===== src/rtl/traffic_phase_sequencer.sv =====
// ---------------------------------------------------------------------------
// traffic_phase_sequencer
//   Demand-driven round-robin phase sequencer for NUM_LIGHTS movement lights.
//   Each phase group is a bitmask of lights that may be green together. The
//   sequencer serves one group at a time through GREEN -> YELLOW -> ALLRED.
//   It enforces a minimum green time and a maximum green time when other
//   groups have demand, and it has a night flash mode.
//
// Ports
//   clk          : rising-edge clock
//   reset        : asynchronous, active-low reset
//   sensor       : per-light demand; bit i pairs with light i
//   flash_en     : request night flash mode
//   light        : 2 bits per light, light i at [2i+1:2i]
//                  red=00, yellow=01, green=10
//   active_group : group being served; the last group served when idle or flashing
//   phase_state  : IDLE=0 GREEN=1 YELLOW=2 ALLRED=3 FLASH=4
// ---------------------------------------------------------------------------
module traffic_phase_sequencer #(
  parameter int NUM_LIGHTS   = 5,
  parameter int NUM_GROUPS   = 5,
  parameter logic [NUM_GROUPS-1:0][NUM_LIGHTS-1:0] GROUP_MASK =
    {5'b10000, 5'b00101, 5'b01100, 5'b00011, 5'b01010},
  parameter int GREEN_MIN    = 3,
  parameter int GREEN_MAX    = 8,
  parameter int YELLOW_TIME  = 2,
  parameter int ALLRED_TIME  = 1,
  parameter int FLASH_PERIOD = 4,
  localparam int GRP_W = (NUM_GROUPS > 1) ? $clog2(NUM_GROUPS) : 1
) (
  input  logic                    clk,
  input  logic                    reset,
  input  logic [NUM_LIGHTS-1:0]   sensor,
  input  logic                    flash_en,
  output logic [2*NUM_LIGHTS-1:0] light,
  output logic [GRP_W-1:0]        active_group,
  output logic [2:0]              phase_state
);

  // One counter serves every timed phase, so it is sized for the longest phase.
  localparam int MAX_T = (GREEN_MAX >= YELLOW_TIME && GREEN_MAX >= ALLRED_TIME &&
                          GREEN_MAX >= FLASH_PERIOD) ? GREEN_MAX :
                         (YELLOW_TIME >= ALLRED_TIME && YELLOW_TIME >= FLASH_PERIOD) ? YELLOW_TIME :
                         (ALLRED_TIME >= FLASH_PERIOD) ? ALLRED_TIME : FLASH_PERIOD;
  localparam int CNT_W = $clog2(MAX_T) + 1;

  localparam logic [CNT_W-1:0] GMIN_M1 = CNT_W'(GREEN_MIN - 1);
  localparam logic [CNT_W-1:0] GMAX_M1 = CNT_W'(GREEN_MAX - 1);
  localparam logic [CNT_W-1:0] YEL_M1  = CNT_W'(YELLOW_TIME - 1);
  localparam logic [CNT_W-1:0] AR_M1   = CNT_W'(ALLRED_TIME - 1);
  localparam logic [CNT_W-1:0] FP_M1   = CNT_W'(FLASH_PERIOD - 1);

  localparam logic [1:0] C_RED    = 2'b00;
  localparam logic [1:0] C_YELLOW = 2'b01;
  localparam logic [1:0] C_GREEN  = 2'b10;

  typedef enum logic [2:0] {
    S_IDLE   = 3'd0,
    S_GREEN  = 3'd1,
    S_YELLOW = 3'd2,
    S_ALLRED = 3'd3,
    S_FLASH  = 3'd4
  } state_t;

  state_t           state_q, state_d;
  logic [GRP_W-1:0] group_q, group_d;
  logic [CNT_W-1:0] cnt_q, cnt_d;
  logic             flash_yel_q, flash_yel_d;

  logic [NUM_GROUPS-1:0] demand;
  logic [NUM_GROUPS-1:0] cur_oh;
  logic                  own;
  logic                  other;
  logic                  any_demand;
  logic                  sel_found;
  logic [GRP_W-1:0]      sel_group;

  // Demand per group and the round-robin pick. The scan starts just after
  // the last served group and wraps back to that group, so a group that is
  // the only one with demand is picked again.
  always_comb begin
    demand    = '0;
    sel_found = 1'b0;
    sel_group = group_q;
    for (int g = 0; g < NUM_GROUPS; g++) begin
      demand[g] = |(sensor & GROUP_MASK[g]);
    end
    for (int k = 1; k <= NUM_GROUPS; k++) begin
      if (!sel_found && demand[(int'(group_q) + k) % NUM_GROUPS]) begin
        sel_found = 1'b1;
        sel_group = GRP_W'((int'(group_q) + k) % NUM_GROUPS);
      end
    end
    cur_oh     = NUM_GROUPS'(1) << group_q;
    own        = |(demand & cur_oh);
    other      = |(demand & ~cur_oh);
    any_demand = |demand;
  end

  always_comb begin
    state_d     = state_q;
    group_d     = group_q;
    cnt_d       = cnt_q;
    flash_yel_d = flash_yel_q;
    case (state_q)
      S_IDLE: begin
        if (flash_en) begin
          state_d     = S_FLASH;
          cnt_d       = '0;
          flash_yel_d = 1'b1;
        end else if (any_demand) begin
          state_d = S_GREEN;
          group_d = sel_group;
          cnt_d   = '0;
        end
      end
      S_GREEN: begin
        // The group stays green with no competing demand, even after its own
        // demand drops. It only yields after min green.
        if (cnt_q >= GMIN_M1 && (flash_en || (other && (!own || cnt_q >= GMAX_M1)))) begin
          state_d = S_YELLOW;
          cnt_d   = '0;
        end else if (cnt_q < GMAX_M1) begin
          cnt_d = cnt_q + CNT_W'(1);
        end
      end
      S_YELLOW: begin
        if (cnt_q == YEL_M1) begin
          state_d = S_ALLRED;
          cnt_d   = '0;
        end else begin
          cnt_d = cnt_q + CNT_W'(1);
        end
      end
      S_ALLRED: begin
        if (cnt_q == AR_M1) begin
          cnt_d = '0;
          if (flash_en) begin
            state_d     = S_FLASH;
            flash_yel_d = 1'b1;
          end else if (any_demand) begin
            state_d = S_GREEN;
            group_d = sel_group;
          end else begin
            state_d = S_IDLE;
          end
        end else begin
          cnt_d = cnt_q + CNT_W'(1);
        end
      end
      S_FLASH: begin
        if (!flash_en) begin
          state_d = S_ALLRED;
          cnt_d   = '0;
        end else if (cnt_q == FP_M1) begin
          cnt_d       = '0;
          flash_yel_d = !flash_yel_q;
        end else begin
          cnt_d = cnt_q + CNT_W'(1);
        end
      end
      default: begin
        state_d = S_IDLE;
        cnt_d   = '0;
      end
    endcase
  end

  always_ff @(posedge clk or negedge reset) begin
    if (!reset) begin
      state_q     <= S_IDLE;
      group_q     <= GRP_W'(NUM_GROUPS - 1);
      cnt_q       <= '0;
      flash_yel_q <= 1'b0;
    end else begin
      state_q     <= state_d;
      group_q     <= group_d;
      cnt_q       <= cnt_d;
      flash_yel_q <= flash_yel_d;
    end
  end

  // The light decode is taken straight from the registered state. An async
  // reset therefore turns every light red without waiting for a clock edge.
  always_comb begin
    light = '0;
    for (int i = 0; i < NUM_LIGHTS; i++) begin
      light[2*i +: 2] = C_RED;
      case (state_q)
        S_GREEN:  if (GROUP_MASK[group_q][i]) light[2*i +: 2] = C_GREEN;
        S_YELLOW: if (GROUP_MASK[group_q][i]) light[2*i +: 2] = C_YELLOW;
        S_FLASH:  light[2*i +: 2] = flash_yel_q ? C_YELLOW : C_RED;
        default:  light[2*i +: 2] = C_RED;
      endcase
    end
  end

  assign active_group = group_q;
  assign phase_state  = state_q;

endmodule

===== config.mk =====
export PLATFORM = sky130hd
export DESIGN_NAME = traffic_phase_sequencer
export DESIGN_NICKNAME = d
export VERILOG_FILES = /design/src/rtl/traffic_phase_sequencer.sv
export SDC_FILE = /design/constraint.sdc
export NUM_CORES = 1
export LEC_CHECK = 0
export ABC_AREA = 1
export BUFFER_PORTS_ARGS = -buffer_cell sky130_fd_sc_hd__buf_2
export CAP_MARGIN = 25
export CORE_ASPECT_RATIO = 1.5
export CORE_MARGIN = 5
export CORE_UTILIZATION = 50
export DETAILED_ROUTE_END_ITERATION = 12
export GPL_ROUTABILITY_DRIVEN = 0
export MAX_ROUTING_LAYER = met4
export PLACE_DENSITY_LB_ADDON = 0.1
export SETUP_SLACK_MARGIN = 0.4
export SLEW_MARGIN = 25
export SYNTH_ARGS = -nofsm -noshare
export SYNTH_HDL_FRONTEND = slang
export SYNTH_SLANG_ARGS = --single-unit
export TNS_END_PERCENT = 100

===== constraint.sdc =====
create_clock -name clk -period 9.7 [get_ports clk]
set_input_delay 1.455 -clock clk [delete_from_list [all_inputs] [get_ports clk]]
set_output_delay 1.455 -clock clk [all_outputs]
set_load 0.03 [all_outputs]

==> out/qor.yml <==
global_routing:
  grt_antenna_before_repair: 0
  grt_overflow: 0
  grt_usage_pct: 23.1
  grt_max_degree: 20
  grt_pass1_wl_um: 11900
  grt_pass1_vias: 2631
logic_synthesis:
  seq_area_frac_synth_pct: 10.7
  syn-num-nets: 478
  yosysWarnings: 0
  syn_avg_cell_area_sq_um: 5.91
  yosysUniqueCellTypes: 39
  synth_area_sq_mm: 0.00259
  synth-seq-cells: 11
  synth_cells: 439
cts:
  cts.sinks: 11
  cts_tree: "built"
  cts_max_level: 1
  root_buffer: "clkbuf_8"
  hold_buffers: 0
  clockBufferDepth: 2
  cts_resized: 0
  post-cts-setup-buffers: 0
  clock_latency_ns: 0.25
  clk_pin_slew_ns: 0.06
  numCtsBuffers: 3
route:
  drc: 0
  num_vias: 2756
  drt-initial-drc-count: 167
  dr.pass1.iters: 5
  wl_per_cell_um: 13.3
  vias_per_cell: 5.21
  routed_wl_um: 7030
  postRouteAntennaNets: 0
worst_setup_path:
  criticalPathCategory: "flop to flop"
  worstSetupEndpointType: "flop"
  critPathArrivalTime_ns: 4.21
  crit_fanout: 17
  crit_path_start_kind: "flop"
  cp.required_ns: 9.84
timing:
  fin_crit_sh_pct: 42.0
  finalMaxSlewViolations: 0
  maxSlewHeadroom_pct: 67.3
  skew_ns: 0.00872
  hold_viol_final: 0
  worst_slew_pin_slew_ns: 0.486
  setup-tns-final_ns: 0
  fmaxAchievable_mhz: 246
  setup_violations: 0
  period_minus_slack_ns: 4.07
  rsz0062_at_grt: "false"
floorplanning:
  num_rows: 32
  fp.dieH_um: 98.2
  core_area_sq_mm: 0.00508
  fp.dieW_um: 68.8
  fp.dieArea_sq_mm: 0.00676
  start_util_pct: 51.0
  io_pins: 24
placed_design:
  port_buffers: 23
  hpwlAfterDp_um: 5820
cells_and_area:
  layout_commonest_cell: "nand2_1"
  n_antenna_cell: 0
  fin_util_pct: 55.4
  most-common-layout-cells: "nand2_1, inv_1, nand3_1, nor2_1, ha_1"
  nFillCells: 566
  drive_gt1_share_pct: 17.1
  syn_to_final_growth_pct: 8.68
  nets: 501
hold_path:
  hp-class: "flop to flop"
outcome:
  status: "finished clean"
run:
  drv_cap: 0
cell families after synthesis:
group / share of synthesized area (%)
and+or+nand+nor: 49.0
DFF: 10.7
buffers and inverters: 12.7
adders and majority gates: 15.2
xor gates and xnor gates: 2.03
AOI/OAI and AO/OA: 10.3
per-stage QoR:
stage | std cells | hold slack (ns) | area, sq um | worst slack, ns
final | 529 | 0.507 | 2820 | 5.63
after global routing | 529 | 0.533 | 2820 | 5.27
after CTS | 529 | 0.515 | 2820 | 5.60
after detailed placement | 525 | 0.505 | 2770 | 5.62
after global placement | 525 | 0.472 | 2770 | 5.58
after floorplan | 439 | 0.451 | 2590 | 5.73
state kept, by name, indices dropped and copies added, names as in the netlist:
signal / flops
active_group: 3
cnt_q: 4
flash_yel_q: 1
phase_state: 3
per-layer routing:
metal / wire length [um] / vias up / GRT usage [%]
li1: - / 1441 / -
met1: 2740 / 1235 / 24.2
met2: 3840 / 62 / 42.0
met3: 210 / 18 / 1.61
met4: 244 / 0 / 10.1
met5: 0 / - / -
worst max-delay path: stages (launching register included):
cell	delay (ns)
dfstp_2	0.68
inv_2	0.20
ha_1	0.44
inv_2	0.08
ha_1	0.18
nor2_1	0.11
nand2_1	0.09
nand2_2	0.10
xor2_1	0.33
ha_1	0.21
inv_1	0.05
or2_2	0.26
nand2_1	0.14
nand2_2	0.10
nand2_1	0.08
xor2_1	0.20
inv_1	0.08
nand2_1	0.07
nand2_1	0.12
inv_2	0.08
nand3_2	0.08
nand2_2	0.11
nor2_1	0.07
nand2_1	0.06
nand2_1	0.04
cell type report:
cell class / instances / area, sq um / share of cell area [%]
Multi-Input combinational cell: 342 / 1990 / 70.5
Timing Repair Buffer: 24 / 123 / 4.35
Inverter: 80 / 303 / 10.7
Tap cell: 68 / 85.1 / 3.02
Sequential cell: 11 / 277 / 9.81
Clock buffer: 4 / 45.0 / 1.60
cells in the mapped netlist, drive strengths merged:
master	count	area, sq um
a211oi	1	7.51
a21oi	6	30.0
a22oi	1	21.3
a31oi	1	6.26
buf	2	12.5
clkbuf	4	15.0
clkinv	1	3.75
dfrtp	10	250
dfstp	1	26.3
fa	1	20.0
ha	30	375
inv	79	299
nand2	144	634
nand3	62	350
nand3b	3	22.5
nand4	8	65.1
nor2	37	146
nor3	7	40.0
o211ai	3	22.5
o21a	1	7.51
o21ai	26	149
o31ai	2	15.0
o41ai	1	8.76
or2	2	12.5
xnor2	1	8.76
xor2	5	43.8
final timing paths:
kind,startpoint,to,slack (ns),cells past startpoint
max in group asynchronous,reset,active_group[2]$_DFFE_PN1P_,8.34,1
hold / removal,flash_yel_q$_DFFE_PN0P_,flash_yel_q$_DFFE_PN0P_,0.51,1
setup reg to reg,active_group[2]$_DFFE_PN1P_,active_group[0]$_DFFE_PN0P_,5.63,24
min in group asynchronous,reset,cnt_q[2]$_DFFE_PN0P_,1.08,1
setup / recovery,active_group[2]$_DFFE_PN1P_,active_group[0]$_DFFE_PN0P_,5.63,24
hold reg to reg,flash_yel_q$_DFFE_PN0P_,flash_yel_q$_DFFE_PN0P_,0.51,1
Power is not shown: default switching activity piles up to over one toggle a cycle in this logic, so the estimate is an artifact.
